===== config.mk =====
export PLATFORM = sky130hd
export DESIGN_NAME = florence_mem_arbiter
export DESIGN_NICKNAME = d
export VERILOG_FILES = /design/src/rtl/florence_mem_arbiter.sv
export SDC_FILE = /design/constraint.sdc
export NUM_CORES = 1
export LEC_CHECK = 0
export BUFFER_PORTS_ARGS = -buffer_cell sky130_fd_sc_hd__buf_2
export CORE_AREA = 8 8 103 105
export CTS_CLUSTER_DIAMETER = 150
export CTS_CLUSTER_SIZE = 20
export DETAILED_ROUTE_END_ITERATION = 8
export DIE_AREA = 0 0 111 113
export PLACE_DENSITY = 0.74
export SYNTH_ARGS = -nofsm -noshare
export SYNTH_HDL_FRONTEND = slang
export SYNTH_SLANG_ARGS = --single-unit

===== constraint.sdc =====
create_clock -name clk_i -period 2.1 [get_ports clk_i]
set_input_delay 0.21 -clock clk_i [delete_from_list [all_inputs] [get_ports clk_i]]
set_output_delay 0.21 -clock clk_i [all_outputs]
set_load 0.1 [all_outputs]

===== src/rtl/florence_mem_arbiter.sv =====
// -----------------------------------------------------------------------------
// florence_mem_arbiter
//
// Shares one downstream memory port between the Florence core's instruction
// fetch (source 0) and load/store (source 1) requesters. Each granted
// transaction's source is recorded in an in-order tracking FIFO so that the
// in-order downstream responses can be routed back to the right requester.
//
// Configuration macro:
//   FLORENCE_MEM_ARB_RR_EN  defined   -> round-robin between the requesters
//                           undefined -> fixed priority, data over instr
//   In both modes a request that was presented downstream but not yet
//   granted keeps the port (lock) until it is granted.
//
// Parameters:
//   MaxOutstanding  granted-but-unanswered transactions allowed (1..4)
//
// Ports:
//   clk_i, rst_ni                   clock, asynchronous active-low reset
//   instr_req_i/gnt_o/rvalid_o      instruction requester handshake
//   instr_addr_i, instr_rdata_o, instr_err_o
//   data_req_i/gnt_o/rvalid_o       data requester handshake
//   data_we_i, data_be_i, data_addr_i, data_wdata_i, data_rdata_o, data_err_o
//   mem_req_o/gnt_i/rvalid_i        downstream handshake
//   mem_we_o, mem_be_o, mem_addr_o, mem_wdata_o, mem_rdata_i, mem_err_i
//   busy_o                          tracking FIFO not empty (registered)
//   unexpected_rvalid_o             sticky: response arrived with FIFO empty
// -----------------------------------------------------------------------------
module florence_mem_arbiter #(
    parameter int MaxOutstanding = 2
) (
    input  logic        clk_i,
    input  logic        rst_ni,

    input  logic        instr_req_i,
    output logic        instr_gnt_o,
    output logic        instr_rvalid_o,
    input  logic [31:0] instr_addr_i,
    output logic [31:0] instr_rdata_o,
    output logic        instr_err_o,

    input  logic        data_req_i,
    output logic        data_gnt_o,
    output logic        data_rvalid_o,
    input  logic        data_we_i,
    input  logic [3:0]  data_be_i,
    input  logic [31:0] data_addr_i,
    input  logic [31:0] data_wdata_i,
    output logic [31:0] data_rdata_o,
    output logic        data_err_o,

    output logic        mem_req_o,
    input  logic        mem_gnt_i,
    input  logic        mem_rvalid_i,
    output logic        mem_we_o,
    output logic [3:0]  mem_be_o,
    output logic [31:0] mem_addr_o,
    output logic [31:0] mem_wdata_o,
    input  logic [31:0] mem_rdata_i,
    input  logic        mem_err_i,

    output logic        busy_o,
    output logic        unexpected_rvalid_o
);

    localparam int              PtrW    = (MaxOutstanding > 1) ? $clog2(MaxOutstanding) : 1;
    localparam logic [2:0]      Depth   = 3'(MaxOutstanding);
    localparam logic [PtrW-1:0] PtrLast = PtrW'(MaxOutstanding - 1);

    // Tracking FIFO: one source bit per outstanding transaction.
    logic            r_fifo [MaxOutstanding];
    logic [PtrW-1:0] r_wptr;
    logic [PtrW-1:0] r_rptr;
    logic [2:0]      r_count;
    logic            r_busy;
    logic            r_locked;
    logic            r_locked_src;
    logic            r_unexp;
`ifdef FLORENCE_MEM_ARB_RR_EN
    logic            r_last_src;
`endif

    logic            w_sel_valid;
    logic            w_sel;
    logic            w_empty;
    logic            w_full;
    logic            w_mem_req;
    logic            w_push;
    logic            w_pop;
    logic            w_head;
    logic [2:0]      w_count_next;
    logic [PtrW-1:0] w_wptr_inc;
    logic [PtrW-1:0] w_rptr_inc;

    assign w_empty = (r_count == 3'd0);
    assign w_full  = (r_count >= Depth);

    // Source selection. The lock has priority over the policy so that the
    // attributes seen downstream never change while a request is stalled.
    always_comb begin
        w_sel_valid = 1'b0;
        w_sel       = 1'b0;
        if (r_locked) begin
            w_sel_valid = 1'b1;
            w_sel       = r_locked_src;
        end else if (instr_req_i && data_req_i) begin
            w_sel_valid = 1'b1;
`ifdef FLORENCE_MEM_ARB_RR_EN
            w_sel       = ~r_last_src;
`else
            w_sel       = 1'b1;
`endif
        end else if (data_req_i) begin
            w_sel_valid = 1'b1;
            w_sel       = 1'b1;
        end else if (instr_req_i) begin
            w_sel_valid = 1'b1;
            w_sel       = 1'b0;
        end
    end

    // rst_ni gates every combinational output so nothing leaks out in reset.
    assign w_mem_req = rst_ni & w_sel_valid & ~w_full;
    assign w_push    = w_mem_req & mem_gnt_i;
    assign w_pop     = rst_ni & mem_rvalid_i & ~w_empty;
    assign w_head    = r_fifo[r_rptr];

    // Downstream attribute mux.
    always_comb begin
        mem_we_o    = 1'b0;
        mem_be_o    = 4'h0;
        mem_addr_o  = 32'h0;
        mem_wdata_o = 32'h0;
        if (rst_ni && w_sel_valid) begin
            if (w_sel) begin
                mem_we_o    = data_we_i;
                mem_be_o    = data_be_i;
                mem_addr_o  = data_addr_i;
                mem_wdata_o = data_wdata_i;
            end else begin
                mem_be_o    = 4'hF;
                mem_addr_o  = instr_addr_i;
            end
        end
    end

    assign mem_req_o   = w_mem_req;
    assign instr_gnt_o = w_push & ~w_sel;
    assign data_gnt_o  = w_push &  w_sel;

    // Response routing: only the head source sees rdata/err.
    assign instr_rvalid_o = w_pop & ~w_head;
    assign data_rvalid_o  = w_pop &  w_head;
    assign instr_rdata_o  = instr_rvalid_o ? mem_rdata_i : 32'h0;
    assign instr_err_o    = instr_rvalid_o & mem_err_i;
    assign data_rdata_o   = data_rvalid_o  ? mem_rdata_i : 32'h0;
    assign data_err_o     = data_rvalid_o  & mem_err_i;

    assign busy_o              = r_busy;
    assign unexpected_rvalid_o = r_unexp;

    assign w_wptr_inc = (r_wptr == PtrLast) ? '0 : r_wptr + 1'b1;
    assign w_rptr_inc = (r_rptr == PtrLast) ? '0 : r_rptr + 1'b1;

    always_comb begin
        w_count_next = r_count;
        unique case ({w_push, w_pop})
            2'b10:   w_count_next = r_count + 3'd1;
            2'b01:   w_count_next = r_count - 3'd1;
            default: w_count_next = r_count;
        endcase
    end

    genvar gi;
    generate
        for (gi = 0; gi < MaxOutstanding; gi++) begin : g_fifo
            always_ff @(posedge clk_i or negedge rst_ni) begin
                if (!rst_ni) begin
                    r_fifo[gi] <= 1'b0;
                end else if (w_push && (r_wptr == PtrW'(gi))) begin
                    r_fifo[gi] <= w_sel;
                end
            end
        end
    endgenerate

    always_ff @(posedge clk_i or negedge rst_ni) begin
        if (!rst_ni) begin
            r_wptr       <= '0;
            r_rptr       <= '0;
            r_count      <= 3'd0;
            r_busy       <= 1'b0;
            r_locked     <= 1'b0;
            r_locked_src <= 1'b0;
            r_unexp      <= 1'b0;
        end else begin
            if (w_push) begin
                r_wptr <= w_wptr_inc;
            end
            if (w_pop) begin
                r_rptr <= w_rptr_inc;
            end
            r_count <= w_count_next;
            r_busy  <= (w_count_next != 3'd0);
            // Presented but not accepted: hold this source until granted.
            r_locked <= w_mem_req & ~mem_gnt_i;
            if (w_mem_req && !mem_gnt_i) begin
                r_locked_src <= w_sel;
            end
            r_unexp <= r_unexp | (mem_rvalid_i & w_empty);
        end
    end

`ifdef FLORENCE_MEM_ARB_RR_EN
    always_ff @(posedge clk_i or negedge rst_ni) begin
        if (!rst_ni) begin
            r_last_src <= 1'b0;
        end else if (w_push) begin
            r_last_src <= w_sel;
        end
    end
`endif

endmodule

# Yosys cells after proc, flatten, opt, wreduce, memory -nomap -nowiden
# Index checks and enable logic that the tools add are counted.
# W data, S select, Z words.
dict set report word_totals {
  output_inout_bits 142
  reg_bits 11
  elab_cells 69
}
dict set report op_classes {
  add_sub_neg 4
  n_reduce_logical 8
  magnitude_cmp 2
  mux 23
  bitwise_logic 21
  eq_ne 2
}
# op n
set op_table {}
lappend op_table {{$mux W32} 6}
lappend op_table {{$mux W1} 14}
lappend op_table {{$and A1 B1 Y1} 13}
lappend op_table {{$mux W4} 2}
lappend op_table {{$not A1 Y1} 6}
lappend op_table {{$pmux W3 S2} 1}
lappend op_table {{$logic_and A1 B1 Y1} 5}
lappend op_table {{$add A3 B1 Y3 const B} 1}
lappend op_table {{$ge A3 B2 Y1 const B} 1}
lappend op_table {{$logic_not A3 Y1} 1}
lappend op_table {{$reduce_bool A3 Y1} 1}
lappend op_table {{$sub A3 B1 Y3 const B} 1}
lappend op_table {{$add A1 B1 Y1 const B} 2}
lappend op_table {{$eq A2 B1 Y1 const B} 1}
lappend op_table {{$eq A2 B2 Y1 const B} 1}
lappend op_table {{$ge A2 B2 Y1 const B} 1}
lappend op_table {{$not A1 Y2} 1}
lappend op_table {{$logic_not A1 Y1} 1}
lappend op_table {{$or A1 B1 Y1} 1}

# Longest topological paths before layout
dict set report depth {
  ltp_word 10
  ltp_mapped 8
  ltp_nobuf 8
}

# Least setup slack after synthesis
# Ideal clock, no wire load.
dict set report synth_path {
  kind {register -> output}
  from {register r_locked}
  to {output port mem_req_o}
  stages_incl_launch_ff 4
  slack_ns -0.873
  n_path_buf 1
  arrival_ns 2.763
  cell_sequence {dfrtp_1 -> o31ai_2 -> buf_2 -> nor3_1}
}
dict set report synth_between {
  elab_chain_len 3
}
# element line
set synth_lines {}
lappend synth_lines {{start: declaration} 76} ;# logic r_locked;
lappend synth_lines {{start signal: assignment} 206} ;# r_locked <= w_mem_req & ~mem_gnt_i;
lappend synth_lines {{$mux W1} 103} ;# if (r_locked) begin
lappend synth_lines {{$and A1 B1 Y1 (2 in a row)} 123} ;# assign w_mem_req = rst_ni & w_sel_valid & ~w_full;
lappend synth_lines {{end: declaration} 52} ;# output logic mem_req_o,
# No other way between the ends.

# Worst setup path in the final report
dict set report layout_path {
  from {register r_locked}
  to {register r_busy (netlist: busy_o)}
}
dict set report layout_between {
  elab_chain_len 7
  elab_cells_between_ends 8
  classes_between {eq/ne: 2; mux: 2; bitwise: 3; reduce/logical: 1}
}
# element line
set layout_lines {}
lappend layout_lines {{$mux W1 *} 103}
lappend layout_lines {{$and A1 B1 Y1 * (2 in a row)} 123}
lappend layout_lines {{$and A1 B1 Y1 *} 124} ;# assign w_push = w_mem_req & mem_gnt_i;
lappend layout_lines {{$eq A2 B1 Y1 / $eq A2 B2 Y1 (equally long branches)} 167} ;# unique case ({w_push, w_pop})
lappend layout_lines {{$pmux W3 S2 *} 167}
lappend layout_lines {{$reduce_bool A3 Y1 *} 204} ;# r_busy <= (w_count_next != 3'd0);
lappend layout_lines {{end signal: assignment} 204}
lappend layout_lines {{end: declaration} 75} ;# logic r_busy;
# Every way passes the cells marked *; elsewhere a longest branch is shown, timed or not.
# A chain may end at the register's enable or synchronous reset.

==> summary.md <==
| Metric | Value |
|---|---|
| Pre-CTS WS | -0.03423 ns |
| TritonCTS Buffers | 3 |
| Post-Syn Instances | 272 |
| Initial antenna violation count | 0 |
| CP arrival | 2.27 ns |
| First-pass DRT Iterations | 4 |
| CP Depth | 8 |
| Fmax | 475.6 MHz |
| Synth Cell Area | 1933 sq um |
| All-layer global routing usage | 18.71% |
| Relative slew slack | 67.28% |
| PD cells | 876.6 nW/um^2 |
| Fraction of layout cells with a size suffix above 1 | 70.48% |
| CTS tree | done |
| Required time worst endpoint | 2.27 ns |
| Die W | 111 um |
| GPL Wtd Cong | 0.8283 |
| Worst-Margin Slew | 0.4942 ns |
| Netlist cell types | 37 |
| Area fraction of the dominant cell type after synthesis | 14.24% |
| Min-delay worst type | in2async |
| Die Ht | 113 um |
| Crit Path Category | reg2reg |
| DR vias | 3004 |
| Setup WS post-layout | -0.002545 ns |
| Final wirelength | 12880 um |
| Worst reg-to-reg path cell count | 8 |
| Largest net degree at the start of global routing | 38 |
| Vias per cell | 4.484 |
| Post-synth top flop | dfrtp_1 |
| Dominant cells by area after synthesis | dfrtp_1 (14%), and2_1 (13%), nand2_1 (13%) |
| Post-synth ARST share | 100.0% |
| Critical-path cell list | o31a_1, nand3_2, ha_4, inv_2, fa_2, xor2_1, or3_1, nand4bb_1 |
| Drc violations | 0 |
| Finished Layout Cells | 670 |
| Syn avg cell area | 7.107 sq um |
| Clk buf depth | 2 |
| Clock root cell | clkbuf_8 |
| First-pass GRT wire length | 19000 um |
| # clock sinks | 11 |
| Antenna diodes | 0 |
| Outcome | finished, violations left |
| CP endpoint kind | register |
| Post-route ant nets | 0 |
| CP Buf/Inv Count | 1 |
| CP Max Fanout | 2 |
| GR Overflow Total | 0 |
| Register area share after synthesis | 14.24% |
| I/O pin count | 282 |
| Initial DRC Count | 117 |
| Max Cap Viol | 0 |
| Most numerous cell in the Yosys netlist | nand2_1 |
| Vias in the first global route | 3235 |
| Layout Nets | 702 |
| Core area | 8977 sq um |
| Failing checks | negative setup slack |
| Synth Register Bits | 11 |
| Synth area leader | dfrtp_1 |
| Port Buffers | 281 |
| Synth warnings | 0 |
| Top cells by count, synth | nand2_1 (65), and2_1 (40), and3_1 (33), and2_4 (26), a21oi_1 (22) |
| Tcrit/Tclk final | 100.1% |
| Post-DP Area | 5772 sq um |
| Setup Skew | 0.0008423 ns |
| Slew Viols, Final | 0 |
| Crit start category | register |
| EDFF count, synth | 0 |
| RSZ-0062 raised after global routing | yes |
| Design area | 6048 sq um |
| Final setup violation count | 1 |
| Placed Cells | 652 |
| Syn nets | 414 |
| Synthesis-to-finish area growth | 212.9% |
| # rows | 35 |
| Clk pin slew, worst setup/hold paths | 0.05 ns |
| H-Tree Level Count | 1 |
| Leakage power | 2.811 nW |
| Initial Util | 21.53% |
| Wire length per cell | 19.23 um |
| Fin crit period | 2.103 ns |
| Crit-path max cell delay | 0.39 ns |
| Peak supply drop | 1.127 mV |
| Skew-Pair Late Insertion Delay | 0.24 ns |
| Fillers | 635 |
| Hpwl dp | 10950 um |
| Fin Hold WS | 0.02875 ns |
| Slowest cell on crit path | dfrtp_2 |
| Final Hold Viols | 0 |
| Crit-path leading delay family | simple AND/OR/NAND/NOR gates |
| Die area | 12540 sq um |
[layout make-up]
type / instances / area, sq um / area share [%]
Sequential cell: 11 / 277.8 / 4.592
Multi-Input combinational cell: 236 / 1774 / 29.33
Timing Repair Buffer: 304 / 3797 / 62.78
Inverter: 4 / 15.01 / 0.2482
Tap cell: 111 / 138.9 / 2.296
Clock buffer: 4 / 45.04 / 0.7447
[flip-flops by register name, summed over array words and instances, names as in the netlist]
name and cells:
r_rptr 1, unexpected_rvalid_o 1, r_locked_src 1, r_wptr 1
r_locked 1, r_fifo 2, busy_o 1, r_count 3
[path summary, 6_finish.rpt]
| kind | start | to | slack (ns) |
|---|---|---|---|
| min | rst_ni | r_wptr | 0.03 |
| max reg2reg | r_locked | busy_o | -0.003 |
| max | r_locked | busy_o | -0.003 |
| min reg2reg | unexpected_rvalid_o | unexpected_rvalid_o | 0.51 |
| min in group clk_i | mem_gnt_i | r_locked | 0.21 |
| max in group asynchronous | rst_ni | r_locked | 1.51 |
[worst register-to-register path, stage by stage (launching register included)]
cell	delay [ns]
dfrtp_2	0.39
o31a_1	0.31
nand3_2	0.11
ha_4	0.15
inv_2	0.05
fa_2	0.37
xor2_1	0.17
or3_1	0.38
nand4bb_1	0.12
[routing by layer]
metal | track usage, % | share of wire, % | up-vias
met1 | 18.40 | 33 | 1406
met3 | 4.021 | 5.5 | 21
met5 | 0 | 0 | -
met2 | 38.43 | 59 | 112
met4 | 3.964 | 1.9 | 0
li1 | - | - | 1465
[power breakdown]
| group | internal, mW | switching, mW | leakage [nW] |
|---|---|---|---|
| sequential | 0.306 | 0.125 | 0.126 |
| combinational | 1.68 | 2.98 | 2.66 |
| clock | 0.133 | 0.0786 | 0.0228 |
[cell usage in the layout (no fill, tap or decap), drive strengths merged]
cell | Yosys | routed
fa | 1 | 1
a21oi | 32 | 32
buf | 17 | 302
a31o | 1 | 1
ha | 1 | 1
and3 | 33 | 33
nand4 | 1 | 1
nand2 | 65 | 65
nor4 | 1 | 1
mux2 | 4 | 4
dlygate4sd3 | 0 | 1
nand3 | 1 | 1
nor2b | 1 | 2
nor3 | 1 | 1
bufbuf | 0 | 1
o21ai | 1 | 1
inv | 4 | 4
and2 | 66 | 66
or3 | 1 | 1
xnor2 | 3 | 3
clkbuf | 6 | 4
nand4bb | 1 | 1
dfrtp | 11 | 11
xor2 | 1 | 1
o31a | 1 | 1
nor2 | 12 | 13
o31ai | 1 | 1
nand4b | 1 | 1
o311ai | 1 | 1
mux2i | 3 | 3
[cells by family after synthesis]
group	synth area share (%)
XOR/XNOR	1.813
adder cells (fa/ha/maj)	1.683
AO/OA/AOI/OAI	13.40
flip-flops	14.24
AND/OR/NAND/NOR	54.30
multiplexers	4.725
buffers and inverters	9.838
[what timing repair did]
| item | 4_1_cts | 5_1_grt |
|---|---|---|
| resized for setup | 6 | 7 |
| endpoints found under the hold margin | 2 | 0 |
| hold buffers | 1 | 0 |
| gates cloned | 3 | 0 |
| setup endpoints to repair | 69 | 62 |
| buffers inserted | 2 | 8 |
| pin swaps | 2 | 6 |
[through the flow]
stage | power, mW | setup TNS (ns) | util (%)
floorplan | 3.287 | -2.674 | -
global placement | 4.752 | 0 | 64.29
detailed placement | 4.859 | -0.2605 | 64.29
CTS | 5.223 | 0 | 66.16
global route | 5.463 | -0.1841 | 67.37
finish | 5.302 | -0.002545 | 67.37
Note: power is estimated with default switching activity, not from simulation.
